### src/rtl/seg7_mux_driver.sv
// seg7_mux_driver: time-multiplexed driver for a common-anode, two-digit
// seven-segment display. It cycles GUARD_A -> ONES -> GUARD_B -> TENS, with an
// all-off guard interval before each digit slot to suppress ghosting. Both
// digits are snapshotted once per frame, on entry to ONES, so a frame never
// shows a torn value.
// Optional feature macro: SEG7_BRIGHTNESS_EN adds a 3-bit brightness input
// that shortens the lit part of each digit slot to (brightness+1)/8 of it.
module seg7_mux_driver #(
  parameter int REFRESH_DIV = 50000,
  parameter int GUARD       = 64
) (
  input  logic       clock,
  input  logic       reset,
  input  logic [3:0] ones_in,
  input  logic [3:0] tens_in,
`ifdef SEG7_BRIGHTNESS_EN
  input  logic [2:0] brightness,
`endif
  output logic [6:0] seg_n,
  output logic [1:0] an_n,
  output logic       dp_n,
  output logic       frame_tick
);

  localparam int MAX_LEN = (REFRESH_DIV > GUARD) ? REFRESH_DIV : GUARD;
  localparam int CW      = $clog2(MAX_LEN);

  localparam logic [CW-1:0] REFRESH_LAST = CW'(REFRESH_DIV - 1);
  localparam logic [CW-1:0] GUARD_LAST   = CW'(GUARD - 1);

  localparam logic [6:0] SEG_OFF   = 7'h7F;
  localparam logic [1:0] AN_OFF    = 2'b11;
  localparam logic [3:0] BLANK     = 4'hF;

  typedef enum logic [1:0] {
    S_GUARD_A = 2'd0,
    S_ONES    = 2'd1,
    S_GUARD_B = 2'd2,
    S_TENS    = 2'd3
  } state_t;

  state_t        state_q, state_d;
  logic [CW-1:0] cnt_q, cnt_d;
  logic [3:0]    ones_snap_q, ones_snap_d;
  logic [3:0]    tens_snap_q, tens_snap_d;
  logic [6:0]    seg_q, seg_d;
  logic [1:0]    an_q, an_d;
  logic          tick_q, tick_d;
  logic          entering_ones;
  logic          slot_lit;

`ifdef SEG7_BRIGHTNESS_EN
  logic [2:0]    bright_q, bright_d;
`endif

  // Active-low segment pattern {g,f,e,d,c,b,a}; A-E show a dash, F is blank.
  function automatic logic [6:0] decode(input logic [3:0] digit);
    logic [6:0] pattern;
    case (digit)
      4'h0:    pattern = 7'h40;
      4'h1:    pattern = 7'h79;
      4'h2:    pattern = 7'h24;
      4'h3:    pattern = 7'h30;
      4'h4:    pattern = 7'h19;
      4'h5:    pattern = 7'h12;
      4'h6:    pattern = 7'h02;
      4'h7:    pattern = 7'h78;
      4'h8:    pattern = 7'h00;
      4'h9:    pattern = 7'h10;
      4'hF:    pattern = 7'h7F;
      default: pattern = 7'h3F;
    endcase
    return pattern;
  endfunction

  // Slot sequencing: each state holds until its counter reaches length-1,
  // and the counter restarts from zero on every state change.
  always_comb begin
    state_d = state_q;
    cnt_d   = cnt_q + 1'b1;
    case (state_q)
      S_GUARD_A: if (cnt_q == GUARD_LAST)   state_d = S_ONES;
      S_ONES:    if (cnt_q == REFRESH_LAST) state_d = S_GUARD_B;
      S_GUARD_B: if (cnt_q == GUARD_LAST)   state_d = S_TENS;
      S_TENS:    if (cnt_q == REFRESH_LAST) state_d = S_GUARD_A;
      default:                              state_d = S_GUARD_A;
    endcase
    if (state_d != state_q) begin
      cnt_d = '0;
    end
  end

  // Capture both digits (and brightness) only on the edge entering ONES.
  always_comb begin
    entering_ones = (state_q == S_GUARD_A) && (state_d == S_ONES);
    ones_snap_d   = ones_snap_q;
    tens_snap_d   = tens_snap_q;
`ifdef SEG7_BRIGHTNESS_EN
    bright_d      = bright_q;
`endif
    if (entering_ones) begin
      ones_snap_d = ones_in;
      tens_snap_d = tens_in;
`ifdef SEG7_BRIGHTNESS_EN
      bright_d    = brightness;
`endif
    end
  end

  // Decide whether the digit is lit at the slot position the next cycle shows.
`ifdef SEG7_BRIGHTNESS_EN
  always_comb begin
    slot_lit = (32'(cnt_d) < (32'(bright_d) + 32'd1) * 32'(REFRESH_DIV / 8));
  end
`else
  assign slot_lit = 1'b1;
`endif

  // Outputs are computed from the upcoming state so they change on the same
  // edge as the state itself.
  always_comb begin
    seg_d  = SEG_OFF;
    an_d   = AN_OFF;
    tick_d = entering_ones;
    case (state_d)
      S_ONES: begin
        if ((ones_snap_d != BLANK) && slot_lit) begin
          an_d  = 2'b10;
          seg_d = decode(ones_snap_d);
        end
      end
      S_TENS: begin
        if ((tens_snap_d != BLANK) && slot_lit) begin
          an_d  = 2'b01;
          seg_d = decode(tens_snap_d);
        end
      end
      default: begin
        seg_d = SEG_OFF;
        an_d  = AN_OFF;
      end
    endcase
  end

  // State, counter, snapshot and output registers with synchronous reset.
  always_ff @(posedge clock) begin
    if (reset) begin
      state_q     <= S_GUARD_A;
      cnt_q       <= '0;
      ones_snap_q <= BLANK;
      tens_snap_q <= BLANK;
`ifdef SEG7_BRIGHTNESS_EN
      bright_q    <= 3'd7;
`endif
      seg_q       <= SEG_OFF;
      an_q        <= AN_OFF;
      tick_q      <= 1'b0;
    end else begin
      state_q     <= state_d;
      cnt_q       <= cnt_d;
      ones_snap_q <= ones_snap_d;
      tens_snap_q <= tens_snap_d;
`ifdef SEG7_BRIGHTNESS_EN
      bright_q    <= bright_d;
`endif
      seg_q       <= seg_d;
      an_q        <= an_d;
      tick_q      <= tick_d;
    end
  end

  assign seg_n      = seg_q;
  assign an_n       = an_q;
  assign frame_tick = tick_q;
  assign dp_n       = 1'b1;

endmodule

### config.mk
export PLATFORM = sky130hd
export DESIGN_NAME = seg7_mux_driver
export DESIGN_NICKNAME = d
export VERILOG_FILES = /design/src/rtl/seg7_mux_driver.sv
export SDC_FILE = /design/constraint.sdc
export NUM_CORES = 1
export LEC_CHECK = 0
export CAP_MARGIN = 20
export CORE_AREA = 2 2 75 77
export DETAILED_ROUTE_END_ITERATION = 10
export DIE_AREA = 0 0 77 79
export PLACE_DENSITY = 0.65
export SYNTH_ARGS = -nofsm -noshare
export SYNTH_HDL_FRONTEND = slang
export SYNTH_SLANG_ARGS = --single-unit
### constraint.sdc
create_clock -name clock -period 4 [get_ports clock]
set_input_delay 1 -clock clock [delete_from_list [all_inputs] [get_ports clock]]
set_output_delay 1 -clock clock [all_outputs]
set_load 0.005 [all_outputs]
After elaboration in Yosys (flattened, before gate mapping)
Memory sizes are Yosys's and may differ from the RTL's.
Cells that the tools add are included.
{"block": "totals", "output_inout_bits": 11, "word_cells": 36, "memories": 2, "mem_bits_ro": 224, "regBits": 36, "in_bits": 10}
{"memory": "(no name shown)", "words": 16, "width": 7, "rd": 1, "rd_clocked_by_memory_dff": 0, "wr": 0, "line": "59", "rtl": "case (digit)"}
{"memory": "(no name shown)", "words": 16, "width": 7, "rd": 1, "rd_clocked_by_memory_dff": 0, "wr": 0, "line": "59"}
{"block": "classes", "muxes": 13, "n_reduce_logical": 3, "addsub": 1, "n_eq_ne": 10}
{"operator": "16-bit by 1-bit adder with 16-bit output (second input constant)", "count": 1}
{"operator": "16-bit equality test (second input constant)", "count": 1}
{"operator": "16-bit by 6-bit equality test with 1-bit output (second input constant)", "count": 1}
{"operator": "7-bit 2-to-1 mux", "count": 2}
{"operator": "7-bit case mux with 2 select lines", "count": 1}
{"operator": "2-bit 2-to-1 mux", "count": 5}
{"operator": "4-bit 2-to-1 mux", "count": 2}
{"operator": "4-bit inequality test (second input constant)", "count": 2}
{"operator": "2-bit case mux with 4 select lines", "count": 1}
{"operator": "2-bit equality test (second input constant)", "count": 3}
{"operator": "2-bit by 1-bit equality test with 1-bit output (second input constant)", "count": 2}
{"operator": "2-bit case mux with 2 select lines", "count": 1}
{"operator": "2-bit logical NOT", "count": 1}
{"operator": "2-bit inequality test", "count": 1}
{"operator": "2-bit OR reduction", "count": 1}
{"operator": "1-bit logical AND", "count": 1}
{"operator": "1-bit 2-to-1 mux", "count": 1}

Depth between registers and ports, before layout
Gate-level depths: netlist of the first run.
{"block": "logic_depth", "word_depth": 9, "depth_mapped": 13, "mapped_depth_nobuf": 12}

Worst setup path after synthesis of the first run
OpenSTA, ideal clock, no wires.
{"block": "synth_path", "path_kind": "register -> register", "start": "register cnt_q[8]", "end": "register seg_q[3] (netlist: seg_n[3])", "stages_incl_launch_ff": 13, "period_less_slack_ns": 2.974, "setup_slack_ns": 1.026, "n_path_buf": 1, "setup_time_ns": 0.074, "arrival_ns": 2.900, "required_ns": 3.926, "path_cell_list": "dfxtp_1 -> or4_4 -> or3_1 -> buf_6 -> nor2_8 -> mux2i_1 -> inv_1 -> ha_1 -> nand2_1 -> a211oi_1 -> a311oi_1 -> o211a_1 -> a31oi_1"}
{"block": "synth_via", "elab_chain_cells": 9, "word_cells_on_any_way": 19, "cone_classes": "6 x eq/ne; 10 x mux; 1 x reduce/logical; 2 x memory"}
{"item": "from (decl)", "line": "43", "rtl": "logic [CW-1:0] cnt_q, cnt_d;"}
{"item": "from (signal assigned)", "line": "160", "rtl": "cnt_q <= cnt_d;"}
{"item": "16-bit equality test or 16-bit by 6-bit equality test with 1-bit output (tied branches)"}
{"item": "2-bit 2-to-1 mux, on equally long branches"}
{"item": "2-bit case mux with 4 select lines (*)", "line": "81", "rtl": "case (state_q)"}
{"item": "2-bit by 1-bit equality test with 1-bit output", "line": "95, 125"}
{"item": "1-bit logical AND", "line": "95", "rtl": "entering_ones = (state_q == S_GUARD_A) && (state_d == S_ONES);"}
{"item": "4-bit 2-to-1 mux", "line": "101", "rtl": "if (entering_ones) begin"}
{"item": "memory 16 x 7 bit, or another cell as far along"}
{"item": "7-bit 2-to-1 mux, on equally long branches", "line": "133, 127"}
{"item": "7-bit case mux with 2 select lines (*)", "line": "125", "rtl": "case (state_d)"}
{"item": "to (signal assigned)", "line": "166", "rtl": "seg_q <= seg_d;"}
{"item": "to (decl)", "line": "46", "rtl": "logic [6:0] seg_q, seg_d;"}
Every way passes the cells marked *; elsewhere a longest branch is shown, timed or not.
A chain may end at the register's enable or synchronous reset.

Final worst setup path of the first run
Same ends and word-level chain as after synthesis.

==> impl_metrics.csv, run 1 <==
group,metric,value,unit
die,die_h,79,um
yosys,yosysWarnings,0,
yosys,synthDistinctLibCells,54,
layout,area_growth_syn_to_layout,16.7,%
yosys,synth_top_family_by_area,"simple AND/OR/NAND/NOR gates",
yosys,synthArstFlopShare,0,
die,boundaryPins,21,
routing,via_count,1695,
clocking,cts_sinks,36,
die,fp-row-count,27,
yosys,synth_common_cells,"36 x dfxtp_1, 25 x nor2_1, 22 x nand2_1, 14 x inv_1",
yosys,synth-seq-cells,36,
yosys,postSynthAreaPerCell,8.65,um2
yosys,synth_most_common_cell,"dfxtp_1",
layout,multi_input_area,1190,um2
layout,finalNetCount,273,
yosys,syn_nets,253,
power,power.total,656,uW
clocking,clk_pin_slew,0.08,ns
layout,seqCellArea,721,um2
timing,maxSlewViolCount,0,
routing,via_per_inst,5.22,
timing,worst_slew_pin_slew,0.536,ns
routing,routed_wl,4570,um
setup_path,path_max_fanout,9,
placement,dp_hpwl,3420,um
setup_path,worstPathRequired,4.24,ns
yosys,synth.area.top_cells,"dfxtp_1 36%, ha_1 6.9%, nor2_1 4.7%",
die,die_w,77,um
clocking,ctsHoldBuffers,0,
clocking,max-clock-path-buffers,2,
yosys,synthMuxAreaShare,0.0449,
clocking,cts-resized-gates,0,
global_route,grtUsageTotal,0.163,
clocking,clkLatencyLatePin,0.30,ns
hold_path,hold_class,"reg -> reg",
yosys,synthXorXnorAreaFrac,0.0568,
run,drv_cap,0,
setup_path,crit_end,"seg_n[3]",
clocking,cts_htree_levels,2,
setup_path,crit_arrival,3.63,ns
timing,finalSetupViolCount,0,
clocking,cts_tree,"done",
setup_path,rrSetupSlack,0.61,ns
die,die-area,6080,um2
timing,fmax,0.295,GHz
clocking,cts_setup_buffers,0,
timing,fin_setup_tns,0,ns
global_route,grt_pass1_vias,1612,
timing,fin_skew,0.0112,ns
die,initial_core_util,0.376,
routing,ant_nets,0,
clocking,cts_buffers,5,
yosys,ys_seq_area_frac,0.359,
yosys,synth_fa_ha_area_frac,0.0686,
setup_path,r2r_start,"cnt_q[8]",
setup_path,worstSetupStartpointType,"flip-flop",
setup_path,cp-startpoint,"cnt_q[8]",
yosys,syn_inst,232,
yosys,synth_edf_count,0,
placement,port_buffers,19,
timing,rsz0062_at_grt,"no",
yosys,synth_compound_area_frac,0.162,
layout,drive_gt1_frac,0.0870,
die,coreArea,5340,um2
timing,slew_headroom,0.642,
placement,gp_congestion,0.900,
global_route,antenna_found_initial,0,
global_route,grt_max_degree,16,
clocking,clockRootBuffer,"clkbuf_8",
layout,antenna_cells,0,
global_route,grt-ovfl-total,0,
routing,drtPass1Iterations,4,
setup_path,endpoint_kind,"flip-flop",
outcome,status,"completed",
layout,fillers,550,
power,p_leak,0.000906,uW
yosys,synth_ff_type,"dfxtp_1",
timing,hold_viol,0,
setup_path,ff2ff_path_depth,11,
yosys,synth_top_area_cell,"dfxtp_1",
global_route,grt_pass1_wl,7850,um
yosys,synth_top_area_share,0.359,
yosys,synth_area,2010,um2
power,power_density,280,nW/um2
timing,min_period,3.39,ns
setup_path,r2r-end,"seg_n[3]",
power,vdd_drop_max,0.120,mV
routing,drc_errors,0,
yosys,synth-simple-area-share,0.259,
routing,avgRoutedWirePerCell,14.1,um
timing,min_period_over_period,0.848,
routing,drt_iter0_markers,130,
setup_path,worstSetupPathType,"reg -> reg",
flip-flops by register name (all words and copies together) (netlist names):
signal and count:
cnt_q 16, seg_n 7, ones_snap_q 4, tens_snap_q 4, an_n 2, state_q 2, frame_tick 1
worst min path at each step:
stage / startpoint / endpoint / slack, ns / depth (start not counted)
floorplan: cnt_q[0] / cnt_q[0] / 0.43 / 1
global placement: cnt_q[0] / cnt_q[0] / 0.45 / 1
detailed placement: cnt_q[0] / cnt_q[0] / 0.45 / 1
CTS: cnt_q[0] / cnt_q[0] / 0.47 / 1
global route: cnt_q[0] / cnt_q[0] / 0.51 / 1
finish: cnt_q[0] / cnt_q[0] / 0.47 / 1
layer usage:
layer	wire [um]	GRT usage	up-vias
li1	-	-	863
met1	2340	0.219	781
met2	1940	0.252	41
met3	204	0.0364	10
met4	93	0.0714	0
met5	0	0	-
cell type report:
| type | instances | area share |
|---|---|---|
| Multi-Input combinational cell | 175 | 0.509 |
| Inverter | 15 | 0.0241 |
| Timing Repair Buffer | 19 | 0.0813 |
| Tap cell | 72 | 0.0385 |
| Clock inverter | 3 | 0.0102 |
| Sequential cell | 36 | 0.308 |
| Clock buffer | 5 | 0.0294 |
report_power, final:
group,internal [uW],switching (uW)
clock network,123,145
registers,361,2.37
logic,11.6,13.4
cells in the final DEF, fill, tap and decap left out, types with 4 or more instances in the layout:
master           count
dfxtp_1             36
nor2_1              25
nand2_1             22
clkdlybuf4s50_1     19
inv_1               14
a21oi_1             11
ha_1                11
xor2_1               8
nand3_1              7
and3_1               7
o21ai_0              7
a21o_1               6
mux2i_1              5
nor3_1               5
xnor2_1              5
clkbuf_8             5
nor4_1               4
o211ai_1             4
metrics by stage:
stage,cell area [um2],setup WS (ns),util,std cells,hold slack [ns]
3_5_place_dp,2250,0.633,0.421,317,0.452
4_1_cts,2340,0.615,0.438,325,0.472
6_report,2340,0.607,0.438,325,0.468
2_1_floorplan,2010,1.03,-,232,0.430
5_1_grt,2340,0.422,0.438,325,0.507
3_3_place_gp,2250,0.760,0.421,317,0.445
critical path, cell delays in order (launching register included):
cell and delay (ns):
dfxtp_1 0.36, or4_4 0.56, or3_1 0.60, nor2_8 0.25, mux2i_1 0.41, inv_1 0.13
ha_1 0.33, nand2_1 0.06, a211oi_1 0.20, a311oi_1 0.07, o211a_1 0.23, a31oi_1 0.13
cell families after synthesis:
family                     Yosys count
and+or+nand+nor                     95
AOI/OAI and AO/OA                   47
DFF                                 36
buffers and inverters               21
xor gates and xnor gates            13
adders and majority gates           11
muxes                                8
other                                1
Note: power is estimated with default switching activity, not from simulation.
==> inputs of run 2 (changes only) <==
PLACE_DENSITY = 0.68   (was 0.65)
clock period = 2.9 ns   (was 4 ns; I/O delays follow)
==> impl_metrics.csv, run 2 (same netlist as run 1, synthesis figures left out) <==
group,metric,value,unit
setup_path,worst-path-buf-inv,0,
timing,hold_viol,0,
layout,largest_register_ffs,16,
setup_path,cpLargestDelayFamily,"simple AND/OR/NAND/NOR gates",
layout,layout_common_cells,"36 x dfxtp_1, 25 x nor2_1, 21 x nand2_1",
routing,ant_nets,0,
timing,finalSetupViolCount,0,
die,initial_core_util,0.376,
global_route,antenna_found_initial,0,
routing,via_per_inst,5.20,
hold_path,hold_class,"reg -> reg",
power,power_density,362,nW/um2
layout,area_growth_syn_to_layout,25.4,%
setup_path,rrSetupSlack,0.12,ns
global_route,grt_pass1_vias,1702,
die,die-area,6080,um2
power,p_leak,0.000978,uW
clocking,max-clock-path-buffers,2,
timing,fin_skew,0.00446,ns
routing,wl_met2,2210,um
run,drv_cap,0,
global_route,grt_max_degree,16,
layout,regMostFlops,"cnt_q",
timing,maxSlewViolCount,0,
die,fp-row-count,27,
setup_path,crit_cells,8,
timing,rsz0062_at_grt,"no",
timing,fin_ws,0.120,ns
setup_path,worstSetupPathType,"reg -> reg",
setup_path,cp_cell_sequence,"or4_4 -> or3_4 -> nor2_8 -> mux2_4 -> ha_1 -> and4_1 -> o32a_1 -> o221ai_2",
layout,finalNetCount,288,
routing,routed_wl,4910,um
routing,via_count,1769,
setup_path,r2r-end,"seg_n[4]",
timing,min_period,2.78,ns
layout,fillers,536,
setup_path,cp-startpoint,"cnt_q[8]",
routing,drt_iter0_markers,135,
global_route,grtUsageTotal,0.172,
placement,port_buffers,19,
placement,gp_congestion,0.909,
clocking,cts_sinks,36,
routing,drtPass1Iterations,4,
setup_path,worstPathRequired,3.12,ns
die,coreArea,5340,um2
die,die_w,77,um
layout,multi_input_area,1250,um2
routing,avgRoutedWirePerCell,14.4,um
outcome,status,"completed",
timing,whs,0.476,ns
routing,drt-met1-wl,2360,um
clocking,cts_buffers,5,
clocking,clk_pin_slew,0.08,ns
setup_path,endpoint_kind,"flip-flop",
global_route,grt-ovfl-total,0,
routing,met3_length,239,um
setup_path,worstSetupStartpointType,"flip-flop",
clocking,cts_htree_levels,2,
setup_path,path_max_fanout,4,
setup_path,critPathMaxStageDelay,0.55,ns
layout,antenna_cells,0,
clocking,clockRootBuffer,"clkbuf_8",
layout,fin_cells,340,
timing,min_period_over_period,0.959,
clocking,clkLatencyLatePin,0.29,ns
layout,drive_gt1_frac,0.172,
setup_path,critPathSlowestCell,"or4_4",
routing,highest_layer,"met4",
die,boundaryPins,21,
clocking,cts_tree,"done",
power,power.total,909,uW
setup_path,ff2ff_path_depth,8,
timing,fin_setup_tns,0,ns
placement,dp_hpwl,3670,um
timing,fmax,0.360,GHz
setup_path,crit_arrival,3.00,ns
placement,dp_cells,332,
layout,seqCellArea,721,um2
power,vdd_drop_max,0.249,mV
placement,preCtsSetupSlack,0.00118,ns
setup_path,crit_end,"seg_n[4]",
setup_path,r2r_start,"cnt_q[8]",
routing,drc_errors,0,
layout,layout.cells.most_common,"dfxtp_1",
global_route,grt_pass1_wl,8210,um
die,die_h,79,um
==> run 2: layer usage <==
metal / up-vias / global-route usage
met5: - / 0
met4: 0 / 0.0750
met3: 11 / 0.0432
met2: 45 / 0.275
met1: 826 / 0.221
li1: 887 / -
==> run 2: stage by stage <==
| step | util | area [um2] |
|---|---|---|
| after floorplan | - | 2020 |
| after global placement | 0.444 | 2370 |
| after detailed placement | 0.444 | 2370 |
| after CTS | 0.463 | 2470 |
| after global routing | 0.471 | 2510 |
| final | 0.471 | 2510 |
==> run 2: final cells by class <==
class | count | share of cell area
multi-input combinational | 175 | 0.498
sequential | 36 | 0.287
timing repair buffer | 34 | 0.120
tap | 72 | 0.0358
clock buffer | 5 | 0.0274
inverter | 15 | 0.0224
clock inverter | 3 | 0.00945
==> run 2: what timing repair did <==
action                                  in CTS  in global routing
gates resized for setup                      1                  8
endpoints found under the setup margin       1                  5
buffers inserted                             0                  0
hold buffers                                 0                  0
hold endpoints to repair                     0                  0
pin swaps                                    0                  1
==> run 2: where the power goes <==
part	switching, uW	total (uW)	internal, uW
registers	3.29	501	497
logic	19.0	36.1	17.1
clock network	202	373	170
==> run 2: how the worst min path moves through the flow <==
stage,from,end,slack (ns),depth (start not counted)
after detailed placement,cnt_q[0],cnt_q[0],0.46,1
after global placement,cnt_q[0],cnt_q[0],0.45,1
final,cnt_q[0],cnt_q[0],0.48,1
after floorplan,cnt_q[0],cnt_q[0],0.43,1
after global routing,cnt_q[0],cnt_q[0],0.49,1
after CTS,cnt_q[0],cnt_q[0],0.48,1
==> inputs of run 3 (changes only) <==
SKIP_CTS_REPAIR_TIMING = 1   (was unset)
SLEW_MARGIN = 5   (was unset)
==> results of run 3 <==
The final DEF is identical to that of run 2; final timing and power are the same.
Main changes from that run: wire length of the first global-routing pass 8210 um -> 8220 um; via count of the first global-routing pass 1702 -> 1705
